===== config.mk =====
export PLATFORM = sky130hd
export DESIGN_NAME = instruction_fetch_stage
export DESIGN_NICKNAME = d
export VERILOG_FILES = /design/src/rtl/instruction_fetch_stage.sv
export SDC_FILE = /design/constraint.sdc
export NUM_CORES = 1
export LEC_CHECK = 0
export CELL_PAD_IN_SITES_DETAIL_PLACEMENT = 0
export CELL_PAD_IN_SITES_GLOBAL_PLACEMENT = 1
export CORE_UTILIZATION = 33
export DETAILED_ROUTE_END_ITERATION = 7
export PLACE_DENSITY_LB_ADDON = 0.1
export SLEW_MARGIN = 10
export SYNTH_ARGS = -nofsm -noshare
export SYNTH_HDL_FRONTEND = slang
export SYNTH_SLANG_ARGS = --single-unit
export TNS_END_PERCENT = 10

===== constraint.sdc =====
create_clock -name clk -period 2.5 [get_ports clk]
set_input_delay 0.25 -clock clk [delete_from_list [all_inputs] [get_ports clk]]
set_output_delay 0.25 -clock clk [all_outputs]
set_load 0.05 [all_outputs]

===== src/rtl/instruction_fetch_stage.sv =====
// Instruction fetch stage: fetch PC register, single-cycle imem handshake and IF/ID pipeline register.
// Redirect overrides stall, which overrides the memory handshake; bubbles carry NOP with valid=0.
module instruction_fetch_stage #(
    parameter logic [31:0] RESET_VECTOR    = 32'h0000_0000,
    parameter logic [31:0] NOP_INSTRUCTION = 32'h0000_0013
) (
    input  logic        clk,
    input  logic        rst_n,
    input  logic        stall,
    input  logic        redirect,
    input  logic [31:0] redirect_target,
    output logic [31:0] imem_address,
    output logic        imem_request,
    input  logic [31:0] imem_rdata,
    input  logic        imem_ready,
    output logic [31:0] instruction_memory_data,
    output logic [31:0] program_counter,
    output logic        if_id_valid,
    output logic        fetch_state_o
);

    typedef enum logic {
        FETCH = 1'b0,
        HOLD  = 1'b1
    } fetch_state_e;

    fetch_state_e state_q;
    logic [31:0]  fetch_pc_q;
    logic [31:0]  ifid_instr_q;
    logic [31:0]  ifid_pc_q;
    logic         ifid_valid_q;
    logic [31:0]  target_aligned;

    // Handshake: a fetch completes on any rising edge where imem_request and
    // imem_ready are both 1; the request drops whenever stall or redirect is high.
    assign target_aligned = {redirect_target[31:2], 2'b00};
    assign imem_request   = rst_n & ~stall & ~redirect;
    assign imem_address   = fetch_pc_q;

    always_ff @(posedge clk or negedge rst_n) begin
        if (!rst_n) begin
            state_q      <= FETCH;
            fetch_pc_q   <= RESET_VECTOR;
            ifid_instr_q <= NOP_INSTRUCTION;
            ifid_pc_q    <= RESET_VECTOR;
            ifid_valid_q <= 1'b0;
        end else if (redirect) begin
            // Any response arriving alongside a redirect belongs to the wrong path.
            state_q      <= FETCH;
            fetch_pc_q   <= target_aligned;
            ifid_instr_q <= NOP_INSTRUCTION;
            ifid_pc_q    <= target_aligned;
            ifid_valid_q <= 1'b0;
        end else if (stall) begin
            state_q <= HOLD;
        end else begin
            state_q <= FETCH;
            if (imem_ready) begin
                ifid_instr_q <= imem_rdata;
                ifid_pc_q    <= fetch_pc_q;
                ifid_valid_q <= 1'b1;
                fetch_pc_q   <= fetch_pc_q + 32'd4;
            end else begin
                ifid_instr_q <= NOP_INSTRUCTION;
                ifid_pc_q    <= fetch_pc_q;
                ifid_valid_q <= 1'b0;
            end
        end
    end

    assign instruction_memory_data = ifid_instr_q;
    assign program_counter         = ifid_pc_q;
    assign if_id_valid             = ifid_valid_q;
    assign fetch_state_o           = state_q;

endmodule


# [Yosys cells after proc, flatten, opt, wreduce, memory -nomap -nowiden]
# Index checks and enable logic that the tools add are counted.
[word_totals] register_bits=98 in_bits=69
[classes] addsub=1 eq_ne=1 muxes=13 bitwise_logic=4 reduce_logical=2
[ops] cell="32-bit 2-to-1 mux" count=8
[ops] cell="32-bit by 3-bit adder with 32-bit output (second input constant)" count=1
[ops] cell="1-bit 2-to-1 mux" count=5
[ops] cell="1-bit bitwise AND" count=2
[ops] cell="2-bit by 1-bit != test with 1-bit output (second input constant)" count=1
[ops] cell="1-bit inverter" count=2
[ops] cell="2-bit AND reduction" count=1
[ops] cell="2-bit nonzero test" count=1

# [Depth between registers and ports, before layout]
[logic_depth] depth_word=4 ltp_mapped=7 ltp_nobuf=6

# [Least setup slack after synthesis]
# OpenSTA, ideal clock, no wires.
[synth_path] kind="reg-to-reg" start="register fetch_pc_q[2], in the netlist imem_address[2]" end="register fetch_pc_q[30], in the netlist imem_address[30]" setup_time_ns=0.094 arrival_ns=2.071 required_time_ns=2.406 path_slack_ns=0.335 stages_incl_launch_ff=8 period_less_slack_ns=2.165 cell_sequence="dfrtp_1 -> ha_1 -> nand3_1 -> or3_4 -> buf_6 -> nor4_4 -> nor3_1 -> a211oi_1"
[synth_between] elab_chain_len=4
[synth_lines] item="start: declaration" line="28" text="logic [31:0] fetch_pc_q;"
[synth_lines] item="start signal: assignment" line="50" text="fetch_pc_q <= target_aligned;"
[synth_lines] item="start signal: assignment" line="62" text="fetch_pc_q <= fetch_pc_q + 32'd4;"
[synth_lines] item="32-bit by 3-bit adder with 32-bit output" line="62"
[synth_lines] item="32-bit 2-to-1 mux" line="58" text="if (imem_ready) begin"
[synth_lines] item="32-bit 2-to-1 mux" line="54" text="end else if (stall) begin"
[synth_lines] item="32-bit 2-to-1 mux" line="47" text="end else if (redirect) begin"
# Every way passes these cells. The select of a mux whose other input is x is not followed.
# A chain may end at the register's enable or synchronous reset.

# [Worst setup path in the final report]
[layout_path] start="register fetch_pc_q[2], in the netlist imem_address[2]" end="register fetch_pc_q[26], in the netlist imem_address[26]"
# Same word-level chain as after synthesis.

==> flow_summary_export.csv <==
group,metric,value,unit
floorplan,ios,168,
critical_path,cp_max_fo,11,
job,cap_violations,0,
pwr,cellLeakagePower,2.609,nW
synth,synth_seq_area_share,0.5665,
clock_tree,cts_root_buffer,"clkbuf_16",
grt,grt-ovfl-total,0,
grt,grt_pass1_vias,3495,
routing,initialDrtViolationCount,108,
synth,yosysWarnings,0,
synth,synthArstFlopShare,1.000,
clock_tree,cts_hold_buf,1,
timing,tns,0,ns
floorplan,dieHeight,114.9,um
floorplan,coreArea,12210,um2
status,status,"finished, final reports clean",
floorplan,initial_core_util,0.3442,
timing,fin_crit,2.002,ns
routing,viasPerCell,4.798,
clock_tree,clk_pin_slew,0.06,ns
finish,syn_to_final_growth,48.88,%
synth,ys_ff_latch,95,
synth,synth_cell_types,38,
synth,synth_xor_area_frac,0.04585,
routing,vias,3402,
routing,drt_wl_total,11.20,mm
floorplan,num_rows,40,
clock_tree,cts.repair.resized,0,
synth,synth_top_family_by_area,"compound AO/OA/AOI/OAI gates",
floorplan,die_w,114.9,um
grt,track_usage,0.1771,
critical_path,max_stage_delay,0.47,ns
timing,max_slew_margin,0.3261,
synth,synth_adder_area_share,0.002977,
grt,grt_pass1_wl,17.88,mm
routing,drt_pass1_iterations,4,
synth,synth_compound_area_frac,0.1486,
grt,grt_antenna_before_repair,0,
synth,ys.flop_type,"dfrtp_1",
place,dpl.hpwl,7.938,mm
synth,synth.avg_cell_area,11.09,um2
timing,max_freq,499.5,MHz
finish,stdcell_area,6257,um2
floorplan,dieArea,13190,um2
clock_tree,cts_buffers,9,
pwr,p_per_area,657.8,nW/um2
routing,ant_nets,0,
synth,syn_area,4203,um2
timing,hold_viol,0,
timing,setup-violations-final,0,
pwr,peakVddDrop,0.0002407,V
finish,fin_nets,606,
critical_path,crit_required,2.74,ns
critical_path,worstSetupPathType,"flip-flop to flip-flop",
finish,drive_gt1_frac,0.06654,
clock_tree,clock_latency,0.34,ns
clock_tree,cts_sinks,95,
timing,slew_viol_final,0,
place,placed_area,5983,um2
finish,final_cells,709,
pwr,power,4.116,mW
synth,synth-simple-area-share,0.1280,
critical_path,endpoint_kind,"flip-flop",
critical_path,start_kind,"flip-flop",
critical_path,cp_cell_sequence,"ha_1 -> nand3_1 -> or3_4 -> nor4_4 -> nor3_1 -> a211oi_1",
grt,grt_start_max_net_pins,46,
routing,avgRoutedWirePerCell,15.80,um
synth,synthMuxAreaShare,0.06907,
synth,synth_edf_count,0,
clock_tree,cts_tree,"yes",
timing,fin_worst_skew,0.006726,ns
timing,period_share,0.8009,
worst_hold_path,hold_class,"input port to async pin",
place,dp_cells,692,
timing,whs,0.3668,ns
place,gp_congestion,0.7356,
clock_tree,h-tree-depth,3,
synth,syn_inst,379,
critical_path,cp_slowest_cell,"dfrtp_1",
clock_tree,cts_setup_buffers,0,
timing,worst_pin_slew,1.010,ns
timing,rsz0062_at_grt,"no",
finish,antenna_cells,0,
critical_path,critPathArrivalTime,2.24,ns
routing,drc,0,
place,io_buffer_count,163,
clock_tree,clockBufferDepth,2,
cells by family after synthesis:
kind of cell | after synthesis
other | 1
adder cells (fa/ha/maj) | 1
AND/OR/NAND/NOR | 100
XOR/XNOR | 22
AO/OA/AOI/OAI | 96
buffers and inverters | 35
flip-flops | 95
multiplexers | 29
stage by stage:
stage	utilization	setup WS (ns)
floorplan	-	0.3353
detailed placement	0.4900	0.2216
CTS	0.5124	0.4836
global route	0.5124	0.3100
finish	0.5124	0.4979
global placement	0.4900	0.2458
flip-flops by register name, indices dropped and copies added, names as in the netlist:
register and count:
if_id_valid 1, instruction_memory_data 32, imem_address 30, program_counter 31
fetch_state_o 1
synth_stat cells (3+ instances only):
master / count / area share
nand4_1: 7 / 0.010
dfstp_2: 3 / 0.019
and3_1: 4 / 0.0060
nand2_1: 15 / 0.013
xnor2_1: 19 / 0.040
dfrtp_1: 92 / 0.55
mux2i_1: 29 / 0.069
buf_1: 4 / 0.0036
a211oi_1: 6 / 0.011
buf_4: 3 / 0.0054
nor3_2: 3 / 0.0071
nor2_1: 38 / 0.034
inv_1: 8 / 0.0071
nor3_1: 10 / 0.012
o22a_1: 3 / 0.0063
a21oi_1: 55 / 0.065
clkbuf_1: 16 / 0.014
xor2_1: 3 / 0.0063
a22o_1: 29 / 0.060
nand3_1: 7 / 0.0083
power breakdown:
part / internal [mW] / total, mW / leakage [nW] / switching [mW]
clock network: 0.700 / 1.25 / 0.131 / 0.553
registers: 1.66 / 1.77 / 1.14 / 0.112
logic: 0.412 / 1.09 / 1.34 / 0.683
final timing paths:
path | startpoint | end | slack [ns] | depth (start not counted)
max | imem_address[2] | imem_address[26] | 0.50 | 6
min | rst_n | program_counter[8] | 0.37 | 2
max reg2reg | imem_address[2] | imem_address[26] | 0.50 | 6
min reg2reg | if_id_valid | if_id_valid | 0.48 | 2
max in group asynchronous | rst_n | instruction_memory_data[4] | 1.30 | 3
min in group clk | stall | imem_address[3] | 0.37 | 4
layout make-up:
| type | count | area (um2) |
|---|---|---|
| inverters | 8 | 30.03 |
| well taps | 168 | 210.2 |
| flip-flops and latches | 95 | 2381 |
| multi-input cells | 250 | 1668 |
| clock inverters | 2 | 10.01 |
| fillers | 1206 | 5954 |
| repair buffers | 172 | 1704 |
| clock buffers | 14 | 254.0 |
routing by layer:
layer	wire length [um]	share of wire	global-route usage
met5	0	0	0
met2	5355	0.48	0.2851
met3	521	0.047	0.03954
met4	195	0.017	0.07013
met1	5126	0.46	0.2323
placed cells by master, fill, tap and decap left out, types with 2 or more instances in the layout:
cell type          n
o22a_1             3
nor4_1             2
clkdlybuf4s50_1  160
buf_4              9
and3_1             4
nand4_1            7
xor2_1             3
dfstp_2            3
a211oi_1           6
clkbuf_1           4
clkbuf_16          9
a21oi_1           55
nor3_1            10
and2_1             2
nor4_4             2
xnor2_1           19
mux2i_1           29
nor2b_1            2
or3_1              2
clkinv_2           2
nand2_1           15
nor2_1            37
dfrtp_1           92
a22o_1            29
conb_1             2
and4_1             2
nor3_2             3
inv_1              7
nand3_1            7
worst max-delay path, delay by kind of cell, from the launching register on:
family                   cells  cell delay [ns]
AO/OA/AOI/OAI                1             0.23
adder cells (fa/ha/maj)      1             0.21
flip-flops                   1             0.47
AND/OR/NAND/NOR              4             0.99
Note: power is estimated with default switching activity, not from simulation.
